<file path="config.mk">
export PLATFORM = sky130hd
export DESIGN_NAME = ioctl_upload_server
export DESIGN_NICKNAME = d
export VERILOG_FILES = /design/src/rtl/ioctl_upload_server.sv
export SDC_FILE = /design/constraint.sdc
export NUM_CORES = 1
export LEC_CHECK = 0
export BUFFER_PORTS_ARGS = -buffer_cell sky130_fd_sc_hd__buf_4
export CORE_ASPECT_RATIO = 1.4
export CORE_MARGIN = 1.5
export CORE_UTILIZATION = 25
export CTS_CLUSTER_DIAMETER = 40
export DETAILED_ROUTE_END_ITERATION = 16
export HOLD_SLACK_MARGIN = 0.1
export SYNTH_ARGS = -nofsm -noshare
export SYNTH_HDL_FRONTEND = slang
export SYNTH_SLANG_ARGS = --single-unit
export TNS_END_PERCENT = 10
</file>
<file path="constraint.sdc">
create_clock -name clk_sys -period 2.9 [get_ports clk_sys]
set_input_delay 0.58 -clock clk_sys [delete_from_list [all_inputs] [get_ports clk_sys]]
set_output_delay 0.58 -clock clk_sys [all_outputs]
set_load 0.05 [all_outputs]
</file>
<file path="src/rtl/ioctl_upload_server.sv">
// Serves HPS upload byte reads from a 16-bit toggle req/ack memory port, with a one-word
// cache so the odd byte of the last fetched word is returned without a second fetch.
module ioctl_upload_server #(
  parameter logic [7:0]  INDEX   = 8'd4,
  parameter logic [24:0] SIZE    = 25'd1024,
  parameter int unsigned AW      = 23,
  parameter logic [15:0] TIMEOUT = 16'd4095
) (
  input  logic          clk_sys,
  input  logic          reset,
  input  logic          ioctl_upload,
  input  logic [7:0]    ioctl_index,
  input  logic          ioctl_rd,
  input  logic [24:0]   ioctl_addr,
  output logic [7:0]    ioctl_din,
  output logic          ioctl_wait,
  output logic          mem_req,
  output logic [AW-1:0] mem_addr,
  input  logic          mem_ack,
  input  logic [15:0]   mem_q,
  output logic          err,
  output logic          busy
);

  typedef enum logic [1:0] {StIdle, StFetch, StDone} state_e;

  state_e          state_q, state_d;
  logic [7:0]      din_q, din_d;
  logic            wait_q, wait_d;
  logic            req_q, req_d;
  logic [AW-1:0]   addr_q, addr_d;
  logic            sel_q, sel_d;
  logic [15:0]     cache_q, cache_d;
  logic [AW-1:0]   cache_addr_q, cache_addr_d;
  logic            cache_valid_q, cache_valid_d;
  logic            err_q, err_d;
  logic [15:0]     cnt_q, cnt_d;
  logic            upload_q;

  logic            rd_active;
  logic            upl_edge;
  logic            upl_rise;
  logic [AW-1:0]   word_addr;
  logic            out_of_range;
  logic            cache_hit;
  logic            ack_seen;
  logic            timed_out;

  function automatic logic [7:0] pick_byte(input logic [15:0] word, input logic hi);
    return hi ? word[15:8] : word[7:0];
  endfunction

  assign rd_active    = ioctl_rd & ioctl_upload & (ioctl_index == INDEX);
  assign upl_edge     = ioctl_upload ^ upload_q;
  assign upl_rise     = ioctl_upload & ~upload_q;
  assign word_addr    = ioctl_addr[AW:1];
  assign out_of_range = (ioctl_addr >= SIZE);
  // A cache line is stale the moment an upload starts or ends.
  assign cache_hit    = cache_valid_q & ~upl_edge & (cache_addr_q == word_addr);
  assign ack_seen     = (mem_ack == req_q);
  assign timed_out    = (cnt_q == TIMEOUT);

  // State register and datapath registers.
  always_ff @(posedge clk_sys) begin
    if (reset) begin
      state_q       <= StIdle;
      din_q         <= 8'h00;
      wait_q        <= 1'b0;
      req_q         <= 1'b0;
      addr_q        <= '0;
      sel_q         <= 1'b0;
      cache_q       <= 16'h0000;
      cache_addr_q  <= '0;
      cache_valid_q <= 1'b0;
      err_q         <= 1'b0;
      cnt_q         <= 16'h0000;
      upload_q      <= 1'b0;
    end else begin
      state_q       <= state_d;
      din_q         <= din_d;
      wait_q        <= wait_d;
      req_q         <= req_d;
      addr_q        <= addr_d;
      sel_q         <= sel_d;
      cache_q       <= cache_d;
      cache_addr_q  <= cache_addr_d;
      cache_valid_q <= cache_valid_d;
      err_q         <= err_d;
      cnt_q         <= cnt_d;
      upload_q      <= ioctl_upload;
    end
  end

  // Next-state logic.
  always_comb begin
    state_d = state_q;
    unique case (state_q)
      StIdle: begin
        if (rd_active && !out_of_range && !cache_hit) begin
          state_d = StFetch;
        end
      end
      StFetch: begin
        if (ack_seen || timed_out) begin
          state_d = StDone;
        end
      end
      StDone:  state_d = StIdle;
      default: state_d = StIdle;
    endcase
  end

  // Output and datapath next values.
  always_comb begin
    din_d         = din_q;
    wait_d        = wait_q;
    req_d         = req_q;
    addr_d        = addr_q;
    sel_d         = sel_q;
    cache_d       = cache_q;
    cache_addr_d  = cache_addr_q;
    cache_valid_d = cache_valid_q;
    err_d         = err_q;
    cnt_d         = cnt_q;

    if (upl_edge) begin
      cache_valid_d = 1'b0;
    end
    if (upl_rise) begin
      err_d = 1'b0;
    end

    unique case (state_q)
      StIdle: begin
        if (rd_active) begin
          if (out_of_range) begin
            din_d = 8'hFF;
          end else if (cache_hit) begin
            din_d = pick_byte(cache_q, ioctl_addr[0]);
          end else begin
            addr_d = word_addr;
            sel_d  = ioctl_addr[0];
            req_d  = ~req_q;
            wait_d = 1'b1;
            cnt_d  = 16'h0000;
          end
        end
      end
      StFetch: begin
        // Ack takes priority over a coincident timeout.
        if (ack_seen) begin
          cache_d       = mem_q;
          cache_addr_d  = addr_q;
          cache_valid_d = ~upl_edge;
          din_d         = pick_byte(mem_q, sel_q);
        end else if (timed_out) begin
          din_d         = 8'hFF;
          err_d         = 1'b1;
          cache_valid_d = 1'b0;
        end else begin
          cnt_d = cnt_q + 16'd1;
        end
      end
      StDone: begin
        wait_d = 1'b0;
      end
      default: begin
        wait_d = 1'b0;
      end
    endcase
  end

  assign ioctl_din  = din_q;
  assign ioctl_wait = wait_q;
  assign mem_req    = req_q;
  assign mem_addr   = addr_q;
  assign err        = err_q;
  assign busy       = (state_q != StIdle);

endmodule

</file>
==> summary.md <==
| Metric | Value |
|---|---|
| H-tree lvl count | 3 |
| Yosys warns | 0 |
| Critical Path, Cell by Cell | ha_1 -> nand3_2 -> or4_1 -> o211ai_2 -> nor3_2 -> buf_4 -> a311oi_1 |
| Antenna violations before repair | 0 |
| Register bit count reported by yosys | 94 |
| Comb pwr share | 5.0% |
| Initial core utilization | 25.8% |
| First-pass GRT wire length | 18.2 mm |
| Worst EP arrival | 2730 ps |
| Non-filler cells, final | 771 |
| Final WS setup | 415 ps |
| Resize count post-CTS | 0 |
| Static Leak | 0.00198 uW |
| Max frequency | 402 MHz |
| Setup TNS | 0 ps |
| CP Capture Type | flop |
| Period utilization | 85.7% |
| Worst-skew pair later-pin latency | 340 ps |
| CP Launch Type | flop |
| Global routing's busiest layer | met2 |
| Most frequent cells in the layout | 103 x buf_4, 94 x dfxtp_1, 93 x nand2_1 |
| Skew final | 9.37 ps |
| Fin. Hold Viols | 0 |
| Asr flop ratio synth | 0% |
| HP Start | cache_q[1]$_SDFFE_PP0P_ |
| Max Cap Viol | 0 |
| RSZ-0062 raised after global routing | no |
| Placed cells | 755 |
| Grt met2 use | 23.3% |
| Final instance area | 5400 um^2 |
| Seq/Total Area, Yosys | 44.7% |
| Row count | 55 |
| Worst Path Max Fanout | 6 |
| Clock share of power | 46.2% |
| Synth area leaders | dfxtp_1 45%, nand2_1 8.3%, a21oi_1 6.8%, mux2i_1 6.2%, xor2_1 3.5% |
| Share of layout cells above drive strength 1 | 25.3% |
| Top Ports | 89 |
| First-pass DRT Iterations | 4 |
| Required time worst endpoint | 3150 ps |
| Post-synth net total | 539 |
| Pre-CTS WS | 208 ps |
| Slew headroom | 58.6% |
| Post-synth top area cell | dfxtp_1 |
| Ant. Diodes | 0 |
| Die area | 17600 um^2 |
| Switch share | 22.8% |
| Worst Setup SP | cnt_q[0]$_SDFFE_PP0P_ |
| Slowest CP cell | or4_1 |
| IO Port Bufs | 88 |
| Vias in the first global route | 3594 |
| Die X | 113 um |
| CTS hold repair buffers | 0 |
| Largest net degree at the start of global routing | 57 |
| CTS tree | built |
| Total core area | 16300 um^2 |
| Reg clk slew, reported paths | 70 ps |
| TritonCTS buffer count | 9 |
| Largest buffer count on any clock path | 2 |
| Post-synth EDFFs | 0 |
| Detailed placement HPWL | 8.47 mm |
| Pwr per Cell Area | 490 nW/um^2 |
| Sequential power share | 48.8% |
| Detailed-route via count | 3625 |
| Fin nets | 623 |
| Total gr overflow | 0 |
| # setup viols final | 0 |
| Met3 usage | 3.14% |
| Commonest non-fill, non-tap cell in the layout | buf_4 |
| Hold Crit Class | reg -> reg |
| DRT antenna net count | 0 |
| Status | completed |
| Setup repair bufs after CTS | 0 |
| Die height | 156 um |
| Max Slew Vio Count | 0 |
| Vias per cell | 4.70 |
| P_int | 2040 uW |
| Setup Crit Path Kind | reg -> reg |
| Routed WL | 11.5 mm |
| Root buffer cell | clkbuf_16 |
| GRT Total Usage | 13.2% |
| M1 GR Usage | 14.8% |
| Worst vdd ir | 0.312 mV |
| Reg-to-reg startpoint | cnt_q[0]$_SDFFE_PP0P_ |
| DRC viols | 0 |
| Routability Congestion | 0.796 |
| Wire per inst | 14.9 um |
| Synth unique cells | 52 |
| Min Tclk post-route | 2480 ps |
| Post-Syn Instances | 483 |
| Overall power | 2640 uW |
| Mapped Avg Cell Area | 8.71 um^2 |
| Area Overhead vs Synth | 28.3% |
| Post-DP Area | 5090 um^2 |
| Iter 0 DRT Violations | 154 |
| Post-synth top area share | 44.7% |
| P_sw | 603 uW |
| Worst-Margin Slew | 620 ps |
| Top FF cell, synth | dfxtp_1 |
| CTS Sinks | 94 |
| Max incr delay on CP | 690 ps |
| Mapped Area | 4210 um^2 |
-- flip-flops by register name, indices dropped and copies added, names as in the netlist --
signal / cells
mem_req: 1
ioctl_wait: 1
cache_valid_q: 1
upload_q: 1
err: 1
cache_q: 16
sel_q: 1
ioctl_din: 8
cache_addr_q: 23
state_q: 2
mem_addr: 23
cnt_q: 16
-- power by group through the flow --
| stage | clock, uW | combinational [uW] | sequential [uW] |
|---|---|---|---|
| 4_1_cts | 1260 | 133 | 1290 |
| 6_report | 1220 | 132 | 1290 |
| 5_1_grt | 1310 | 142 | 1290 |
| 3_5_place_dp | 0 | 133 | 1320 |
| 3_3_place_gp | 0 | 133 | 1320 |
| 2_1_floorplan | 0 | 45.5 | 1320 |
-- kinds of logic after synthesis --
kind of cell / after synthesis / share of synthesized area (%)
mux: 26 / 6.19
buf+inv: 40 / 4.08
fa+ha+maj: 2 / 0.595
simple gates: 183 / 21.2
xor+xnor: 20 / 4.17
compound gates: 118 / 19.1
flops: 94 / 44.7
-- synth_stat cells (all sizes together), types with 8 or more instances --
library cell,number
nor4,9
inv,10
o21ai,17
a22oi,8
or3b,8
and2,15
clkbuf,23
dfxtp,94
nor2,20
mux2i,26
a21oi,57
nand2,93
xor2,17
-- metal layers --
layer	up-vias	routed length, um
met4	0	316
li1	1869	-
met2	61	5870
met5	-	0
met1	1677	4810
met3	18	506
-- worst max-delay path, delay by kind of cell, from the launching register on --
| kind | cells | cell delay, ps |
|---|---|---|
| adders and majority gates | 1 | 260 |
| AOI/OAI and AO/OA | 2 | 550 |
| DFF | 1 | 400 |
| and+or+nand+nor | 3 | 980 |
| buffers and inverters | 1 | 200 |
-- path summary, 6_finish.rpt --
path / endpoint / slack [ps] / cells past startpoint
worst min-delay path: cache_q[1]$_SDFFE_PP0P_ / 450 / 2
worst max register to register: cnt_q[7]$_SDFFE_PP0P_ / 420 / 7
worst min register to register: cache_q[1]$_SDFFE_PP0P_ / 450 / 2
worst max-delay path: cnt_q[7]$_SDFFE_PP0P_ / 420 / 7
-- cell type report --
type,instances,area (um^2)
multi-input cells,349,2150
inverters,10,37.5
clock buffers,10,229
flip-flops and latches,94,1880
repair buffers,103,773
fillers,1679,10900
well taps,199,249
clock inverters,6,72.6
-- through the flow --
stage / hold WS, ps / utilization (%)
floorplan: 436 / -
global route: 476 / 33.1
global placement: 443 / 31.2
CTS: 458 / 33.1
finish: 454 / 33.1
detailed placement: 448 / 31.2
Note: power is estimated with default switching activity, not from simulation.
